`src/rtl/teclado_pkg.sv`:
```
// Shared types and helpers for the keypad controller: FSM states, widths and
// the one-hot key decoder.
package teclado_pkg;

  localparam int DIG_W  = 4;
  localparam int N_KEYS = 10;

  typedef enum logic [1:0] {IDLE, DEB, HOLD, REL} st_t;

  typedef struct packed {
    logic             vld;
    logic [DIG_W-1:0] dig;
  } dig_t;

  // vld is set only when exactly one key line is high
  function automatic dig_t onehot_to_dig(input logic [N_KEYS-1:0] v);
    dig_t r;
    int   n;
    r = '0;
    n = 0;
    for (int i = 0; i < N_KEYS; i++) begin
      if (v[i]) begin
        r.dig = DIG_W'(i);
        n++;
      end
    end
    r.vld = (n == 1);
    return r;
  endfunction

endpackage

```
`src/rtl/fifo_dig.sv`:
```
// Show-ahead digit FIFO; head is visible on dout without a read strobe.
module fifo_dig
  import teclado_pkg::*;
#(
  parameter int DEPTH = 4,
  parameter int CW    = $clog2(DEPTH+1)
) (
  input  logic             clk,
  input  logic             rst_n,
  input  logic             push,
  input  logic             pop,
  input  logic             clr,
  input  logic [DIG_W-1:0] din,
  output logic [DIG_W-1:0] dout,
  output logic             full,
  output logic             empty,
  output logic [CW-1:0]    count
);

  localparam int PW = $clog2(DEPTH);

  logic [DIG_W-1:0] mem_q [DEPTH];
  logic [DIG_W-1:0] mem_d [DEPTH];
  logic [PW-1:0]    rd_ptr_q, rd_ptr_d, wr_ptr_q, wr_ptr_d;
  logic [CW-1:0]    cnt_q, cnt_d;
  logic             pop_ok, push_ok;

  assign empty = (cnt_q == '0);
  assign full  = (cnt_q == CW'(DEPTH));
  assign count = cnt_q;
  assign dout  = empty ? '0 : mem_q[rd_ptr_q];

  // a full FIFO still takes a push when the head leaves in the same cycle
  assign pop_ok  = pop && !empty;
  assign push_ok = push && (!full || pop_ok);

  always_comb begin
    mem_d    = mem_q;
    rd_ptr_d = rd_ptr_q;
    wr_ptr_d = wr_ptr_q;
    cnt_d    = cnt_q;
    if (clr) begin
      rd_ptr_d = '0;
      wr_ptr_d = '0;
      cnt_d    = '0;
    end else begin
      if (push_ok) begin
        mem_d[wr_ptr_q] = din;
        wr_ptr_d        = wr_ptr_q + PW'(1);
      end
      if (pop_ok) rd_ptr_d = rd_ptr_q + PW'(1);
      case ({push_ok, pop_ok})
        2'b10:   cnt_d = cnt_q + CW'(1);
        2'b01:   cnt_d = cnt_q - CW'(1);
        default: cnt_d = cnt_q;
      endcase
    end
  end

  always_ff @(posedge clk) begin
    if (!rst_n) begin
      rd_ptr_q <= '0;
      wr_ptr_q <= '0;
      cnt_q    <= '0;
    end else begin
      rd_ptr_q <= rd_ptr_d;
      wr_ptr_q <= wr_ptr_d;
      cnt_q    <= cnt_d;
    end
  end

  always_ff @(posedge clk) mem_q <= mem_d;

endmodule

```
`src/rtl/teclado_ctrl.sv`:
```
// Keypad sequencer: registers raw key lines, debounces press/release, accepts
// one digit per press and queues it in the digit FIFO.
module teclado_ctrl
  import teclado_pkg::*;
#(
  parameter int DEB_CYCLES = 4,
  parameter int DEPTH      = 4
) (
  input  logic                       clk,
  input  logic                       rst_n,
  input  logic [N_KEYS-1:0]          t,
  input  logic                       rd_en,
  input  logic                       clr,
  output logic [DIG_W-1:0]           dout,
  output logic                       empty,
  output logic                       full,
  output logic [$clog2(DEPTH+1)-1:0] count,
  output logic                       key_vld,
  output logic                       key_err,
  output logic                       pressed,
  output logic                       ovf
);

  localparam int CNT_W = $clog2(DEB_CYCLES);
  localparam logic [CNT_W-1:0] LAST = CNT_W'(DEB_CYCLES-1);

  st_t               st_q, st_d;
  logic [N_KEYS-1:0] t_q, cand_q, cand_d;
  logic [CNT_W-1:0]  cnt_q, cnt_d;
  logic              key_vld_q, key_vld_d, key_err_q, key_err_d, ovf_q, ovf_d;
  logic              acc;
  dig_t              dec;

  assign dec = onehot_to_dig(cand_q);

  always_comb begin
    st_d      = st_q;
    cand_d    = cand_q;
    cnt_d     = cnt_q;
    key_vld_d = 1'b0;
    key_err_d = 1'b0;
    acc       = 1'b0;
    case (st_q)
      IDLE: if (t_q != '0) begin
        st_d   = DEB;
        cand_d = t_q;
        cnt_d  = CNT_W'(1);
      end
      DEB: begin
        if (t_q != cand_q)     st_d  = IDLE;
        else if (cnt_q != LAST) cnt_d = cnt_q + CNT_W'(1);
        else begin
          st_d = HOLD;
          if (dec.vld) begin
            acc       = 1'b1;
            key_vld_d = 1'b1;
          end else begin
            key_err_d = 1'b1;
          end
        end
      end
      // other key changes while held are ignored until a full release
      HOLD: if (t_q == '0) begin
        st_d  = REL;
        cnt_d = CNT_W'(1);
      end
      REL: begin
        if (t_q != '0)         st_d  = HOLD;
        else if (cnt_q == LAST) st_d  = IDLE;
        else                    cnt_d = cnt_q + CNT_W'(1);
      end
      default: st_d = IDLE;
    endcase
  end

  always_comb begin
    ovf_d = ovf_q;
    if (clr)                                    ovf_d = 1'b0;
    else if (acc && full && !(rd_en && !empty)) ovf_d = 1'b1;
  end

  always_ff @(posedge clk) begin
    if (!rst_n) begin
      st_q      <= IDLE;
      t_q       <= '0;
      cand_q    <= '0;
      cnt_q     <= '0;
      key_vld_q <= 1'b0;
      key_err_q <= 1'b0;
      ovf_q     <= 1'b0;
    end else begin
      st_q      <= st_d;
      t_q       <= t;
      cand_q    <= cand_d;
      cnt_q     <= cnt_d;
      key_vld_q <= key_vld_d;
      key_err_q <= key_err_d;
      ovf_q     <= ovf_d;
    end
  end

  fifo_dig #(.DEPTH(DEPTH)) u_fifo (
    .clk   (clk),
    .rst_n (rst_n),
    .push  (acc),
    .pop   (rd_en),
    .clr   (clr),
    .din   (dec.dig),
    .dout  (dout),
    .full  (full),
    .empty (empty),
    .count (count)
  );

  assign key_vld = key_vld_q;
  assign key_err = key_err_q;
  assign pressed = (st_q == HOLD) || (st_q == REL);
  assign ovf     = ovf_q;

endmodule

```
`config.mk`:
```
export PLATFORM = sky130hd
export DESIGN_NAME = teclado_ctrl
export DESIGN_NICKNAME = d
export VERILOG_FILES = /design/src/rtl/teclado_pkg.sv /design/src/rtl/fifo_dig.sv /design/src/rtl/teclado_ctrl.sv
export SDC_FILE = /design/constraint.sdc
export NUM_CORES = 1
export LEC_CHECK = 0
export CORE_MARGIN = 1.5
export CORE_UTILIZATION = 43
export DETAILED_ROUTE_END_ITERATION = 10
export DONT_BUFFER_PORTS = 1
export SLEW_MARGIN = 10
export SYNTH_ARGS = -nofsm -noshare
export SYNTH_HDL_FRONTEND = slang
export SYNTH_SLANG_ARGS = --single-unit
```
`constraint.sdc`:
```
create_clock -name clk -period 20.1 [get_ports clk]
set_clock_uncertainty 0.15 [all_clocks]
set_input_delay 2.01 -clock clk [delete_from_list [all_inputs] [get_ports clk]]
set_output_delay 2.01 -clock clk [all_outputs]
set_load 0.05 [all_outputs]
```
==> flow_summary_export.csv, run 1 <==
group,metric,value,unit
timing,hold_viol,0,
cells_and_area,layout_commonest_cell,"nand2_1",
cts,clock-sinks,50,
critical_path,worst_ep_required_time,20190,ps
synth,yosys_warnings,0,
critical_path,endpoint_kind,"flip-flop",
route,drcViolationCount,0,
cts,clk_pin_slew,90,ps
route,first_iter_violations,122,
cts,htreeDepth,2,
hold_path,hold_class,"reg2reg",
critical_path,worstRegToRegCells,37,
cells_and_area,drive_gt1_share,8.26,%
synth,async_reset_ff_share,0,%
synth,synth.area.top_cells,"dfxtp_1 21%, edfxtp_1 15%, ha_1 5.7%",
timing,finalSetupViolations,0,
pwr,pwr_density_cell,67.9,mW/mm^2
critical_path,crit_start,"cand_q[1]$_SDFFE_PN0P_",
route,wl_per_cell,14.0,um
critical_path,path_common_cell,"ha_1",
timing,rsz0062_at_grt,"false",
cells_and_area,area_growth,5.26,%
placement,place.gp.congestion,0.842,
hold_path,hp-start,"cnt_q[0]$_SDFFE_PN0P_",
cts,clockBufferDepth,2,
global_routing,grt_usage,16.2,%
cts,cts_resized,0,
synth,synth_nets,388,
timing,min_period,7520,ps
cells_and_area,final_nets,380,
outcome,status,"completed",
timing,fmax,133,MHz
synth,syn-cell-area,0.00329,mm^2
floorplanning,fp.coreArea,0.00733,mm^2
synth,synth-main-ff-cell,"dfxtp_1",
synth,seq_area_frac_synth,35.3,%
cts,clkLatencyLatePin,300,ps
cts,cts_tree,"built",
cts,cts_setup_buffers,0,
critical_path,crit_path_max_fanout,7,
cts,cts_hold_buf,0,
route,wirelength,6320,um
cells_and_area,design_area,0.00346,mm^2
placement,place_area,0.00335,mm^2
synth,synth.distinct_cells,69,
timing,tns,0,ps
critical_path,cpMaxStageDelayCell,"dfxtp_1",
global_routing,grt-ovfl-total,0,
critical_path,r2r-start,"cand_q[1]$_SDFFE_PN0P_",
cells_and_area,final_cell_mix,"41 x nand2_1, 34 x dfxtp_1, 33 x nor2_1",
global_routing,grt_pass1_wl,10800,um
floorplanning,num_rows,31,
flow_run,drv_cap,0,
synth,synth_top_cell_by_area,"dfxtp_1",
placement,dp_hpwl,4860,um
synth,synth_edf_count,16,
synth,netlist.area_leader.share,20.7,%
critical_path,crit_type,"reg2reg",
floorplanning,die_w,90.4,um
pwr,ir_worst_vdd,0.0668,mV
route,vias_per_cell,5.54,
global_routing,grt_pass1_vias,2334,
timing,maxSlewViolCount,0,
route,ant_nets,0,
cells_and_area,fin_util,47.2,%
critical_path,cp-start-kind,"flip-flop",
cts,numCtsBuffers,5,
cts,clockRootBuffer,"clkbuf_8",
cells_and_area,antenna_cells,0,
synth,synth_seq_cells,50,
critical_path,cp_slowest_stage_delay,410,ps
timing,max_slew.worst_pin.slew,1160,ps
floorplanning,io_pins,27,
synth,syn_inst,358,
timing,timing.slew.headroom,22.2,%
floorplanning,chipHeight,90.4,um
placement,port_buffers,0,
floorplanning,start_util,44.8,%
critical_path,arrival,7610,ps
hold_path,hold_depth,2,
route,num_vias,2492,
global_routing,grt_antenna_before_repair,0,
floorplanning,die_area,0.00817,mm^2
global_routing,grt_max_degree,18,
timing,fin_crit_sh,37.4,%
pwr,leakage,0.00128,uW
route,dr.pass1.iters,4,
pwr,p_total,235,uW
synth,syn_avg_cell_area,9.18,um^2
==> final timing paths <==
path	slack [ps]	end
hold / removal	330	cnt_q[0]$_SDFFE_PN0P_
setup / recovery	12580	u_fifo.count[2]$_SDFFE_PP0P_
setup reg to reg	12580	u_fifo.count[2]$_SDFFE_PP0P_
hold reg to reg	330	cnt_q[0]$_SDFFE_PN0P_
==> power by group <==
group / switching [uW] / internal [uW]
sequential: 5.27 / 108
combinational: 30.2 / 21.6
clock: 32.7 / 37.2
==> area by class of cell <==
cell class / count / area, um^2
Clock buffer: 5 / 68.8
Clock inverter: 3 / 43.8
Fill cell: 691 / 3870
Inverter: 17 / 65.1
Multi-Input combinational cell: 276 / 2000
Sequential cell: 50 / 1160
Tap cell: 99 / 124
==> registers in the layout, summed over array words and instances, names as in the netlist <==
signal,cells
t_q,10
cnt_q,2
u_fifo.rd_ptr_q,2
key_vld,1
u_fifo.wr_ptr_q,2
cand_q,10
u_fifo.mem_q,16
st_q,2
ovf,1
key_err,1
u_fifo.count,3
==> metrics by stage <==
stage / worst slack, ps / std cells / hold WS [ps]
after floorplan: 13220 / 358 / 291
after global placement: 12740 / 442 / 305
after detailed placement: 12590 / 442 / 310
after CTS: 12550 / 450 / 326
after global routing: 11900 / 450 / 371
final: 12580 / 450 / 325
==> synthesized netlist by cell type, drive strengths merged, types with 2 or more instances <==
cell / n
a2111oi: 2
a21oi: 20
a22oi: 3
and2: 13
and3: 6
and4: 5
buf: 4
clkbuf: 11
dfxtp: 34
edfxtp: 16
ha: 15
inv: 16
mux2i: 7
mux4: 5
nand2: 41
nand2b: 5
nand3: 8
nand3b: 2
nand4: 2
nand4b: 2
nor2: 34
nor2b: 10
nor3: 7
nor4: 6
nor4b: 2
o211ai: 2
o21a: 2
o21ai: 12
o21ba: 2
o221ai: 2
o31ai: 5
or2: 2
or3: 2
xnor2: 13
xnor3: 4
xor2: 16
==> logic make-up (layout without fill, tap and decap cells) <==
group | after synthesis | count (layout) | synth area share, %
AOI/OAI and AO/OA | 65 | 65 | 13.9
buffers and inverters | 32 | 25 | 4.07
DFF | 50 | 50 | 35.3
muxes | 13 | 13 | 6.13
adders and majority gates | 16 | 16 | 6.32
xor gates and xnor gates | 33 | 33 | 10.5
and+or+nand+nor | 149 | 149 | 23.8
==> per-layer routing <==
layer	routed length (um)	share of wire [%]	GRT usage (%)
met5	0	0	0
met1	3030	48	21.4
met4	107	1.7	5.16
met3	180	2.8	2.36
met2	3000	48	27.1
==> critical path, delay by kind of cell (launching register included) <==
family	cells	cell delay [ps]
buffers and inverters	5	360
adder cells (fa/ha/maj)	10	3090
flip-flops	1	410
AO/OA/AOI/OAI	8	1330
AND/OR/NAND/NOR	11	1510
XOR/XNOR	2	330
multiplexers	1	260
No activity file was read; power rests on OpenSTA's default activity.
==> run 2: changes to the inputs <==
==> constraint.sdc (replaced) <==
create_clock -name clk -period 7 [get_ports clk]
set_clock_uncertainty 0.15 [all_clocks]
set_input_delay 0.7 -clock clk [delete_from_list [all_inputs] [get_ports clk]]
set_output_delay 0.7 -clock clk [all_outputs]
set_load 0.05 [all_outputs]
==> run 2 against run 1 <==
Effect of this change: cell area grew 5.2%; clock power grew 140%; utilization grew 2.4 points; sequential power grew to 2.9 times the previous value; largest cell class unchanged.
==> flow_summary_export.csv, run 2 (same netlist as run 1, synthesis figures left out) <==
group,metric,value,unit
global_routing,grt_antenna_before_repair,0,
timing,rsz0062_at_grt,"false",
placement,port_buffers,0,
global_routing,grt-ovfl-total,0,
cells_and_area,largest_reg_flops,16,
cts,clockBufferDepth,2,
critical_path,crit_start,"cand_q[1]$_SDFFE_PN0P_",
cells_and_area,reg.largest.list,"u_fifo.mem_q (16), cand_q (10), t_q (10)",
route,dr.pass1.iters,4,
timing,maxSlewViolCount,0,
outcome,status,"completed",
flow_run,drv_cap,0,
floorplanning,num_rows,31,
critical_path,arrival,6660,ps
critical_path,crit_type,"reg2reg",
global_routing,grt_pass1_wl,11600,um
hold_path,hold_class,"reg2reg",
critical_path,r2r_slack,430,ps
cells_and_area,antenna_cells,0,
placement,dp_hpwl,5130,um
route,first_iter_violations,156,
critical_path,cp-start-kind,"flip-flop",
cells_and_area,layout_commonest_cell,"nand2_1",
placement,place.gp.congestion,0.809,
cts,clkLatencyLatePin,290,ps
cts,numCtsBuffers,5,
global_routing,grt_max_degree,18,
route,drcViolationCount,0,
critical_path,crit_path_max_fanout,4,
pwr,ir_worst_vdd,0.154,mV
critical_path,endpoint_kind,"flip-flop",
critical_path,path_common_cell,"ha_1",
pwr,leakage,0.00135,uW
global_routing,grt_pass1_vias,2469,
floorplanning,start_util,44.8,%
pwr,pwr_density_cell,187,mW/mm^2
cts,cts_tree,"built",
critical_path,worst-path-buf-inv,5,
cts,htreeDepth,2,
floorplanning,die_w,90.4,um
critical_path,cp_slowest_stage_delay,380,ps
critical_path,cpMaxStageDelayCell,"or3_1",
timing,finalSetupViolations,0,
route,ant_nets,0,
cells_and_area,area_growth,10.7,%
timing,min_period,6570,ps
critical_path,worstSetupEndpoint,"u_fifo.count[2]$_SDFFE_PP0P_",
cells_and_area,top_register,"u_fifo.mem_q",
timing,fmax,152,MHz
timing,timing.slew.headroom,21.7,%
cells_and_area,final_nets,397,
critical_path,path_depth,37,
timing,max_slew.worst_pin.slew,1170,ps
global_routing,grt_usage,17.1,%
cells_and_area,drive_gt1_share,17.1,%
cts,clock-sinks,50,
hold_path,hp-start,"cnt_q[0]$_SDFFE_PN0P_",
critical_path,r2r-start,"cand_q[1]$_SDFFE_PN0P_",
critical_path,worst_ep_required_time,7090,ps
route,wl_per_cell,14.2,um
critical_path,worstRegToRegCells,37,
floorplanning,die_area,0.00817,mm^2
timing,fin_crit_sh,93.9,%
timing,hold_viol,0,
timing,tns,0,ps
cts,clk_pin_slew,90,ps
floorplanning,io_pins,27,
critical_path,cpLargestDelayFamily,"adder cells",
route,num_vias,2543,
floorplanning,chipHeight,90.4,um
pwr,p_total,681,uW
critical_path,r2r-end,"u_fifo.count[2]$_SDFFE_PP0P_",
cts,clockRootBuffer,"clkbuf_8",
route,wirelength,6650,um
cells_and_area,final_cell_mix,"38 x nand2_1, 32 x nor2_1, 32 x dfxtp_1",
route,vias_per_cell,5.45,
floorplanning,fp.coreArea,0.00733,mm^2
## run 2: cell types whose count changed in the layout (fill, tap and decap cells not counted), sizes merged
| cell | before | now |
|---|---|---|
| buf | 0 | 17 |
| bufinv | 1 | 0 |
| clkinvlp | 1 | 2 |
## run 2: per-stage QoR
| step | worst slack, ps | utilization [%] | cells | area (um^2) | hold WS [ps] |
|---|---|---|---|---|---|
| floorplan | 124 | - | 358 | 3290 | 291 |
| global placement | 190 | 46.8 | 453 | 3430 | 308 |
| detailed placement | 35.2 | 46.8 | 453 | 3430 | 314 |
| CTS | 36.9 | 48.0 | 461 | 3520 | 330 |
| global route | 9.92 | 49.6 | 467 | 3640 | 357 |
| finish | 428 | 49.6 | 467 | 3640 | 323 |
## run 2: worst register-to-register path: cells and delay by family, from the launching register on
family	cells	cell delay [ps]
fa+ha+maj	10	2680
simple gates	10	1400
compound gates	9	1110
flops	1	360
buf+inv	5	340
xor+xnor	2	300
mux	1	190
## run 2: routing by layer
layer  GRT usage [%]  share of wire (%)  up-vias  wire, um
li1                -                  -     1292         -
met1            23.0                 49     1203      3230
met2            28.3                 47       40      3110
met3            2.61                3.1        8       203
met4            5.29                1.6        0       109
met5               0                  0        -         0
## run 2: final cells by class
| type | count | area [um^2] |
|---|---|---|
| clock buffer | 5 | 68.8 |
| clock inverter | 3 | 23.8 |
| fill | 701 | 3690 |
| inverter | 17 | 65.1 |
| multi-input combinational | 276 | 2060 |
| sequential | 50 | 1170 |
| tap | 99 | 124 |
| timing repair buffer | 17 | 128 |
## run 2: worst min path at each step
stage	end	cells past startpoint
finish	cnt_q[0]$_SDFFE_PN0P_	2
global placement	cnt_q[0]$_SDFFE_PN0P_	2
floorplan	cnt_q[0]$_SDFFE_PN0P_	2
detailed placement	cnt_q[0]$_SDFFE_PN0P_	2
CTS	cnt_q[0]$_SDFFE_PN0P_	2
global route	cnt_q[0]$_SDFFE_PN0P_	2
## run 2: report_power, final
group	total [uW]	switching, uW	internal (uW)	leakage, uW
sequential	324	14.5	310	0.000426
combinational	189	99.0	89.6	0.000882
clock	168	96.4	71.5	0.0000408
total	681	210	471	0.00135
## run 2: timing repair
item,CTS,global route
pin swaps,0,8
setup endpoints to repair,1,2
setup buffers,0,6
hold buffers,0,0
resized for setup,1,22
